File: src/rtl/fpu_core_pkg.sv
// Package pa_fpu: binary32 operation encoding, constants and operand unpacking
// shared by fpu_core and fpu_round_pack.
package pa_fpu;

  typedef enum logic [1:0] {
    op_add = 2'd0,
    op_sub = 2'd1,
    op_mul = 2'd2,
    op_div = 2'd3
  } e_fpu_op;

  localparam logic [31:0] QNAN    = 32'h7fc00000;
  localparam logic [31:0] POS_INF = 32'h7f800000;

  localparam int unsigned EXP_W  = 10;
  localparam int unsigned MANT_W = 48;

  localparam logic signed [EXP_W-1:0] BIAS = 10'sd127;

  typedef struct packed {
    logic        sign;
    logic [7:0]  exp;
    logic [23:0] mant;
    logic        is_zero;
    logic        is_inf;
    logic        is_nan;
  } t_fpu_operand;

  // Subnormals get hidden bit 0 and effective exponent 1.
  function automatic t_fpu_operand unpack_operand(input logic [31:0] v);
    t_fpu_operand u;
    u.sign    = v[31];
    u.exp     = (v[30:23] == 8'd0) ? 8'd1 : v[30:23];
    u.mant    = {(v[30:23] != 8'd0), v[22:0]};
    u.is_zero = (v[30:0] == 31'd0);
    u.is_inf  = (v[30:23] == 8'hff) && (v[22:0] == 23'd0);
    u.is_nan  = (v[30:23] == 8'hff) && (v[22:0] != 23'd0);
    return u;
  endfunction

endpackage

File: src/rtl/fpu_round_pack.sv
// fpu_round_pack: normalise, denormalise to emin, round-to-nearest-even and pack
// binary32. mant_i bit 46 weighs 2^0 at biased exponent exp_i. Flags with FPU_FLAGS_EN.
module fpu_round_pack
  import pa_fpu::*;
(
  input  logic                    sign_i,
  input  logic signed [EXP_W-1:0] exp_i,
  input  logic [MANT_W-1:0]       mant_i,
  input  logic                    sticky_i,
  output logic [31:0]             result_o
`ifdef FPU_FLAGS_EN
  ,
  output logic [4:0]              flags_o
`endif
);

  localparam logic [MANT_W-1:0]       ONES     = '1;
  localparam logic signed [EXP_W-1:0] LEAD_REF = 10'sd46;

  logic [5:0]              lead;
  logic signed [EXP_W-1:0] e_norm;
  logic [EXP_W-1:0]        dn_sh;
  logic [MANT_W-1:0]       norm;
  logic [MANT_W-1:0]       den;
  logic                    tiny;
  logic                    ovf;
  logic                    guard;
  logic                    sticky;
  logic                    inc;
  logic [7:0]              e_base;
  logic [30:0]             packed_mag;

  always_comb begin
    lead = '0;
    for (int unsigned i = 0; i < MANT_W; i++) begin
      if (mant_i[i]) lead = 6'(i);
    end
    e_norm = exp_i + $signed({4'b0, lead}) - LEAD_REF;
    norm   = mant_i << (6'd47 - lead);
    tiny   = (e_norm < 10'sd1);
    ovf    = (e_norm > 10'sd254);
    dn_sh  = tiny ? $unsigned(10'sd1 - e_norm) : '0;
    den    = norm >> dn_sh;
    guard  = den[23];
    sticky = sticky_i | (|den[22:0]) | (|(norm & ~(ONES << dn_sh)));
    inc    = guard & (sticky | den[24]);
    // Hidden bit is added into the exponent field, so a rounding carry out of a
    // subnormal or out of 1.fff..f lands in the exponent naturally.
    e_base     = tiny ? 8'd0 : (e_norm[7:0] - 8'd1);
    packed_mag = {e_base, 23'd0} + {7'd0, den[47:24]} + {30'd0, inc};

    if (mant_i == '0)  result_o = {sign_i, 31'd0};
    else if (ovf)      result_o = {sign_i, POS_INF[30:0]};
    else               result_o = {sign_i, packed_mag};
  end

`ifdef FPU_FLAGS_EN
  logic nx;
  always_comb begin
    nx      = ovf | guard | sticky;
    flags_o = '0;
    if (mant_i != '0)
      flags_o = {1'b0, 1'b0, ovf | (packed_mag[30:23] == 8'hff), tiny & nx, nx};
  end
`endif

endmodule

File: src/rtl/fpu_core.sv
// fpu_core: binary32 add/sub/mul with one output register stage, RNE, full subnormals.
// Optional FPU_FLAGS_EN adds the registered {NV,DZ,OF,UF,NX} fpu_flags port.
module fpu_core
  import pa_fpu::*;
(
  input  logic        clk,
  input  logic        arst,
  input  logic [31:0] a_operand,
  input  logic [31:0] b_operand,
  input  e_fpu_op     operation,
  input  logic        in_valid,
  output logic [31:0] ieee_packet_out,
  output logic        out_valid
`ifdef FPU_FLAGS_EN
  ,
  output logic [4:0]  fpu_flags
`endif
);

  localparam logic [MANT_W-1:0] ONES = '1;

  t_fpu_operand            ua, ub;
  logic                    b_sign_eff, eff_sub, a_is_big, is_mul, use_rp;
  logic                    x_sign, align_sticky, add_sign;
  logic [7:0]              x_exp, y_exp, align_sh;
  logic [23:0]             x_mant, y_mant;
  logic [MANT_W-1:0]       x_ext, y_ext, y_al, add_mant, mul_mant;
  logic signed [EXP_W-1:0] mul_exp;
  logic                    rp_sign, rp_sticky;
  logic signed [EXP_W-1:0] rp_exp;
  logic [MANT_W-1:0]       rp_mant;
  logic [31:0]             rp_result, special_res, result_d, result_q;
  logic                    valid_q;

  assign ua = unpack_operand(a_operand);
  assign ub = unpack_operand(b_operand);

  // Add/sub: larger magnitude is x, smaller is aligned with sticky collection.
  always_comb begin
    b_sign_eff   = ub.sign ^ (operation == op_sub);
    eff_sub      = ua.sign ^ b_sign_eff;
    a_is_big     = {ua.exp, ua.mant} >= {ub.exp, ub.mant};
    x_sign       = a_is_big ? ua.sign : b_sign_eff;
    x_exp        = a_is_big ? ua.exp  : ub.exp;
    x_mant       = a_is_big ? ua.mant : ub.mant;
    y_exp        = a_is_big ? ub.exp  : ua.exp;
    y_mant       = a_is_big ? ub.mant : ua.mant;
    align_sh     = x_exp - y_exp;
    x_ext        = {1'b0, x_mant, 23'd0};
    y_ext        = {1'b0, y_mant, 23'd0};
    y_al         = y_ext >> align_sh;
    align_sticky = |(y_ext & ~(ONES << align_sh));
    // Lost bits borrow one unit; sticky keeps the remainder visible to rounding.
    add_mant     = eff_sub ? (x_ext - y_al - MANT_W'(align_sticky)) : (x_ext + y_al);
    add_sign     = (add_mant == '0) ? (ua.sign & b_sign_eff) : x_sign;
  end

  assign mul_mant = MANT_W'(ua.mant) * MANT_W'(ub.mant);
  assign mul_exp  = $signed({2'b0, ua.exp}) + $signed({2'b0, ub.exp}) - BIAS;

  assign is_mul    = (operation == op_mul);
  assign rp_sign   = is_mul ? (ua.sign ^ ub.sign) : add_sign;
  assign rp_exp    = is_mul ? mul_exp : $signed({2'b0, x_exp});
  assign rp_mant   = is_mul ? mul_mant : add_mant;
  assign rp_sticky = is_mul ? 1'b0 : align_sticky;

`ifdef FPU_FLAGS_EN
  logic [4:0] rp_flags, flags_d, flags_q;
  logic       nv;

  fpu_round_pack u_round_pack (
    .sign_i   (rp_sign),
    .exp_i    (rp_exp),
    .mant_i   (rp_mant),
    .sticky_i (rp_sticky),
    .result_o (rp_result),
    .flags_o  (rp_flags)
  );
`else
  fpu_round_pack u_round_pack (
    .sign_i   (rp_sign),
    .exp_i    (rp_exp),
    .mant_i   (rp_mant),
    .sticky_i (rp_sticky),
    .result_o (rp_result)
  );
`endif

  always_comb begin
    use_rp      = 1'b0;
    special_res = QNAN;
    if (operation == op_div || ua.is_nan || ub.is_nan) begin
      special_res = QNAN;
    end else if (is_mul) begin
      if ((ua.is_inf && ub.is_zero) || (ub.is_inf && ua.is_zero)) special_res = QNAN;
      else if (ua.is_inf || ub.is_inf) special_res = {ua.sign ^ ub.sign, POS_INF[30:0]};
      else use_rp = 1'b1;
    end else begin
      if (ua.is_inf && ub.is_inf && eff_sub) special_res = QNAN;
      else if (ua.is_inf)                    special_res = {ua.sign, POS_INF[30:0]};
      else if (ub.is_inf)                    special_res = {b_sign_eff, POS_INF[30:0]};
      else use_rp = 1'b1;
    end
    result_d = use_rp ? rp_result : special_res;
  end

  always_ff @(posedge clk or posedge arst) begin
    if (arst) begin
      result_q <= '0;
      valid_q  <= 1'b0;
    end else begin
      valid_q <= in_valid;
      if (in_valid) result_q <= result_d;
    end
  end

`ifdef FPU_FLAGS_EN
  // Signalling NaNs raise NV; quiet NaNs propagate silently.
  always_comb begin
    nv = (operation == op_div)
       | ((a_operand[30:23] == 8'hff) & ~a_operand[22] & (a_operand[21:0] != 22'd0))
       | ((b_operand[30:23] == 8'hff) & ~b_operand[22] & (b_operand[21:0] != 22'd0))
       | (is_mul & ((ua.is_inf & ub.is_zero) | (ub.is_inf & ua.is_zero)))
       | (~is_mul & ua.is_inf & ub.is_inf & eff_sub);
    flags_d = use_rp ? rp_flags : {nv, 4'b0};
  end

  always_ff @(posedge clk or posedge arst) begin
    if (arst)          flags_q <= '0;
    else if (in_valid) flags_q <= flags_d;
  end

  assign fpu_flags = flags_q;
`endif

  assign ieee_packet_out = result_q;
  assign out_valid       = valid_q;

endmodule

File: config.mk
export PLATFORM = sky130hd
export DESIGN_NAME = fpu_core
export DESIGN_NICKNAME = d
export VERILOG_FILES = /design/src/rtl/fpu_core_pkg.sv /design/src/rtl/fpu_round_pack.sv /design/src/rtl/fpu_core.sv
export SDC_FILE = /design/constraint.sdc
export NUM_CORES = 2
export LEC_CHECK = 0
export CORE_MARGIN = 10
export CORE_UTILIZATION = 55
export DETAILED_ROUTE_END_ITERATION = 16
export GPL_ROUTABILITY_DRIVEN = 1
export PLACE_DENSITY = 0.68
export SLEW_MARGIN = 25
export SYNTH_ARGS = -nofsm -noshare
export SYNTH_HDL_FRONTEND = slang
export SYNTH_SLANG_ARGS = --single-unit
File: constraint.sdc
create_clock -name clk -period 2.2 [get_ports clk]
set_input_delay 0.66 -clock clk [delete_from_list [all_inputs] [get_ports clk]]
set_output_delay 0.66 -clock clk [all_outputs]
set_load 0.05 [all_outputs]
==> metrics.yaml, run 1 <==
outcome: "did not finish"
haltStage: "global routing (5_1_grt)"
firstError: "[ERROR GRT-0116] Global routing finished with congestion. Check the congestion regions in the DRC Viewer."
yosys.area_share.adder: 0.325
start_util: 0.556
io_buffers: 101
synth_edf_count: 0
die_w_microns: 302
synth_xor_area_frac: 0.0277
synth_warnings: 0
ys_ff_latch: 33
synth.avg_cell_area_sq_um: 7.28
synth-compound-area-share: 0.257
synthCells: 6030
grt_usage: 0.666
cts_root_buffer: "clkbuf_16"
yosys.area_share.simple: 0.234
ys_async_sr_fraction: 1.00
grt_max_degree: 94
synth_top_family_by_area: "adder cells"
synth-main-ff-cell: "dfrtp_1"
numCtsBuffers: 5
synth.distinct_cells: 128
fp-row-count: 103
clk_path_buf_depth: 2
ios: 102
yosysSeqAreaShare: 0.0188
routabilityCongestion: 1.15
muxShareOfSynthArea: 0.0369
dp_hpwl_microns: 194000
synth_fp_nets: 6946
dp_cells: 8654
syn_area_sq_mm: 0.0439
grt_pass1_vias: 67629
grt_pass1_wl_microns: 451000
die_h_microns: 302
htreeDepth: 2
overflow: 144
clock-sinks: 33
## kinds of logic after synthesis
group | Yosys count
and+or+nand+nor | 2126
AOI/OAI and AO/OA | 1613
buffers and inverters | 1134
adders and majority gates | 848
xor gates and xnor gates | 138
muxes | 138
DFF | 33
## metal layers
layer  global-route usage  GRT overflow
met5                0.267             1
met2                0.825            75
met3                0.509             9
met4                0.572            55
met1                0.701             4
## per-stage QoR
stage / util / TNS, ps / hold slack [ps] / setup WS (ps) / cell area (sq um)
after floorplan: - / -403270 / 691 / -13040 / 44500
after global placement: 0.750 / -414990 / 501 / -13350 / 59200
after detailed placement: 0.750 / -428190 / 508 / -13850 / 59200
after CTS: 0.789 / -368170 / 520 / -11880 / 62300
## synth_stat cells, drive strengths merged, types with 23 or more instances
cell type  instances  share of area
a211oi            75          0.013
nand4             63         0.0093
nand2            694          0.059
o21ai            298          0.034
a21oi            331          0.038
o221ai            38         0.0079
a21o             103          0.018
o31ai             34         0.0061
o211ai            58          0.010
dfrtp             33          0.019
or2               23         0.0033
o22ai             69          0.010
clkbuf           292          0.025
ha               362           0.10
inv              726          0.062
nand3            148          0.017
xor2              41         0.0082
nand2b            34         0.0048
a211o             23         0.0046
buf              110          0.012
a2111oi           23         0.0052
o21bai            31         0.0053
nor2b             32         0.0046
fa               485           0.22
a221oi            33         0.0074
nor2             475          0.042
and2             242          0.034
nor4              63         0.0099
nor3             184          0.022
mux2i             83          0.019
a22oi             43         0.0076
o2111ai           28         0.0056
a31o              29         0.0058
and3              45         0.0064
or3               51         0.0073
o21a              55         0.0094
xnor2             97          0.020
a31oi             66         0.0094
mux2              40          0.010
## what timing repair did
| action | in CTS |
|---|---|
| gates resized for setup | 546 |
| hold endpoints to repair | 0 |
| setup buffers | 107 |
| pin swaps | 180 |
| hold buffers | 0 |
| endpoints found under the setup margin | 32 |
| cloned | 7 |
==> run 2, diff against run 1 <==
CORE_UTILIZATION = 40   (was 55)
PLACE_DENSITY = default   (was 0.68)
PLACE_DENSITY_LB_ADDON = 0.15   (was default)
==> metrics.yaml, run 2 <==
outcome: "finished with violations"  # was did not finish
violations: "negative setup slack"
timing.critical_path.buf_inv: 13
vias_per_cell: 6.11
synth.avg_cell_area_sq_um: 7.28  # unchanged
drive_above_1_share: 0.323
ios: 102  # unchanged
grt_pass1_vias: 55252
start_kind: "input pin"
synth_fp_nets: 6946  # unchanged
synth_top_area_frac: 0.221  # unchanged
syn_to_final_growth_pct: 43.6
synth_top_area_cell: "fa_1"  # unchanged
clock_latency_ps: 280
num-nets-final: 8678
core_sq_mm: 0.109
crit_family: "compound AO/OA/AOI/OAI gates"
max_stage_delay_ps: 590
clk_path_buf_depth: 2  # unchanged
worstSetupPathType: "input pin to flop"
routedWlPerCell_microns: 27.4
overflow: 0
antenna_left: 0
critPathSlowestCell: "fa_2"
slew_headroom: 0.253
path_max_fanout: 6
hp-class: "flop to flop"
finalCriticalPeriod_ps: 15190
yosysMostFrequentCell: "inv_1"  # unchanged
hold_viol_final: 0
final_util: 0.579
start_util: 0.403  # was 0.556
synthCells: 6030  # unchanged
wl_microns: 251000
dp_hpwl_microns: 212000  # was 194000 microns
htreeDepth: 2  # unchanged
arrival_ps: 15350
cts_tree: "yes"
drtIter0Drc: 6562
worst_ep_required_time_ps: 2360
antenna_found_initial: 7
ys_async_sr_fraction: 1.00  # unchanged
cts_root_buffer: "clkbuf_16"  # unchanged
rsz0062_at_grt: "yes"
clock-sinks: 33  # unchanged
finClkSkew_ps: 0
tightest_slew_ps: 1120
die-area_sq_mm: 0.123
synth_edf_count: 0  # unchanged
io_buffers: 101  # unchanged
netlist_top_cells_count: "inv_1, nand2_1, fa_1, nor2_1, ha_1"  # unchanged
die_w_microns: 351  # was 302 microns
cts.clk_slew.worst_paths_ps: 60
instances_no_fill: 9179
first_pass_iters: 6
max_freq_mhz: 65.9
fp-row-count: 121  # was 103
numCtsBuffers: 5  # unchanged
synth-main-ff-cell: "dfrtp_1"  # unchanged
post-route-drc-count: 0
final_common_cell: "buf_4"
syn_area_sq_mm: 0.0439  # unchanged
grt_max_degree: 94
dp_slack_ps: -14670  # was -13850 ps
final_cell_mix: "buf_4, inv_1, nand2_1, fa_1, nor2_1"
cp-end-kind: "flop"
vias: 56048
grt_usage: 0.395
synth_warnings: 0  # unchanged
largest_reg_flops: 32
synth.distinct_cells: 128  # unchanged
finalCritPeriodShare: 6.90
setup_viol: 32
drv_cap: 0
ys_ff_latch: 33  # unchanged
synth.area.top_cells: "fa_1, ha_1, inv_1"  # unchanged
yosysSeqAreaShare: 0.0188  # unchanged
routabilityCongestion: 1.09  # was 1.15
fin_ws_ps: -12990
final_max_slew_viol_count: 0
grt_pass1_wl_microns: 367000
die_h_microns: 351  # was 302 microns
dp_cells: 9117  # was 8654
==> run 2: cell counts after synthesis <==
Identical to the previous run, type by type.
==> run 2: worst min-delay path: stages (launching register included) <==
cell and delay (ps):
dfrtp_1 370, inv_1 60, o22ai_1 60
==> run 2: timing repair <==
item | in CTS | in global routing
hold buffers | 0 | 0
resized for setup | 183 | 115
setup endpoints to repair | 32 | 32
pin swaps | 98 | 92
buffers inserted | 32 | 22
==> run 2: area by class of cell <==
cell class                 count  area (sq um)
fill                       10443         45800
multi-input combinational   4863         40600
timing repair buffer        2127         17000
inverter                     732          2760
tap                         1414          1770
sequential                    33           826
clock buffer                   5           125
clock inverter                 3          17.5
antenna                        2          5.00
==> run 2: stage by stage <==
stage	TNS [ps]	area, sq um	hold slack, ps
after detailed placement	-455150	61000	512
after global routing	-415210	63000	549
after global placement	-461930	61000	510
final	-404550	63000	528
after CTS	-393410	62300	533
after floorplan	-403270	44500	691
==> run 2: worst paths after layout <==
kind	start	endpoint	slack, ps	cells past startpoint
min in group asynchronous	arst	ieee_packet_out[28]	770	3
min reg2reg	ieee_packet_out[12]	ieee_packet_out[12]	530	2
min	ieee_packet_out[12]	ieee_packet_out[12]	530	2
max	a_operand[28]	ieee_packet_out[30]	-12990	68
max reg2reg	ieee_packet_out[29]	ieee_packet_out[29]	1280	2
max in group asynchronous	arst	ieee_packet_out[12]	1110	3
==> run 2: kinds of logic (layout without fill, tap and decap cells) <==
logic type	count (synthesis)	after routing	share of synthesized area
other	0	2	0
and+or+nand+nor	2126	2126	0.234
xor gates and xnor gates	138	138	0.0277
muxes	138	138	0.0369
DFF	33	33	0.0188
AOI/OAI and AO/OA	1613	1613	0.257
buffers and inverters	1134	2867	0.100
adders and majority gates	848	848	0.325
==> run 2: routing by layer <==
layer / GRT usage / vias to the layer above / wire length, microns
li1: - / 24571 / -
met2: 0.587 / 3402 / 104000
met4: 0.173 / 8 / 13600
met3: 0.0898 / 670 / 28200
met5: 0 / - / 53
met1: 0.543 / 27397 / 105000
Power of run 2 is not shown: default switching activity piles up to over one toggle a cycle in this logic, so the estimate is an artifact.
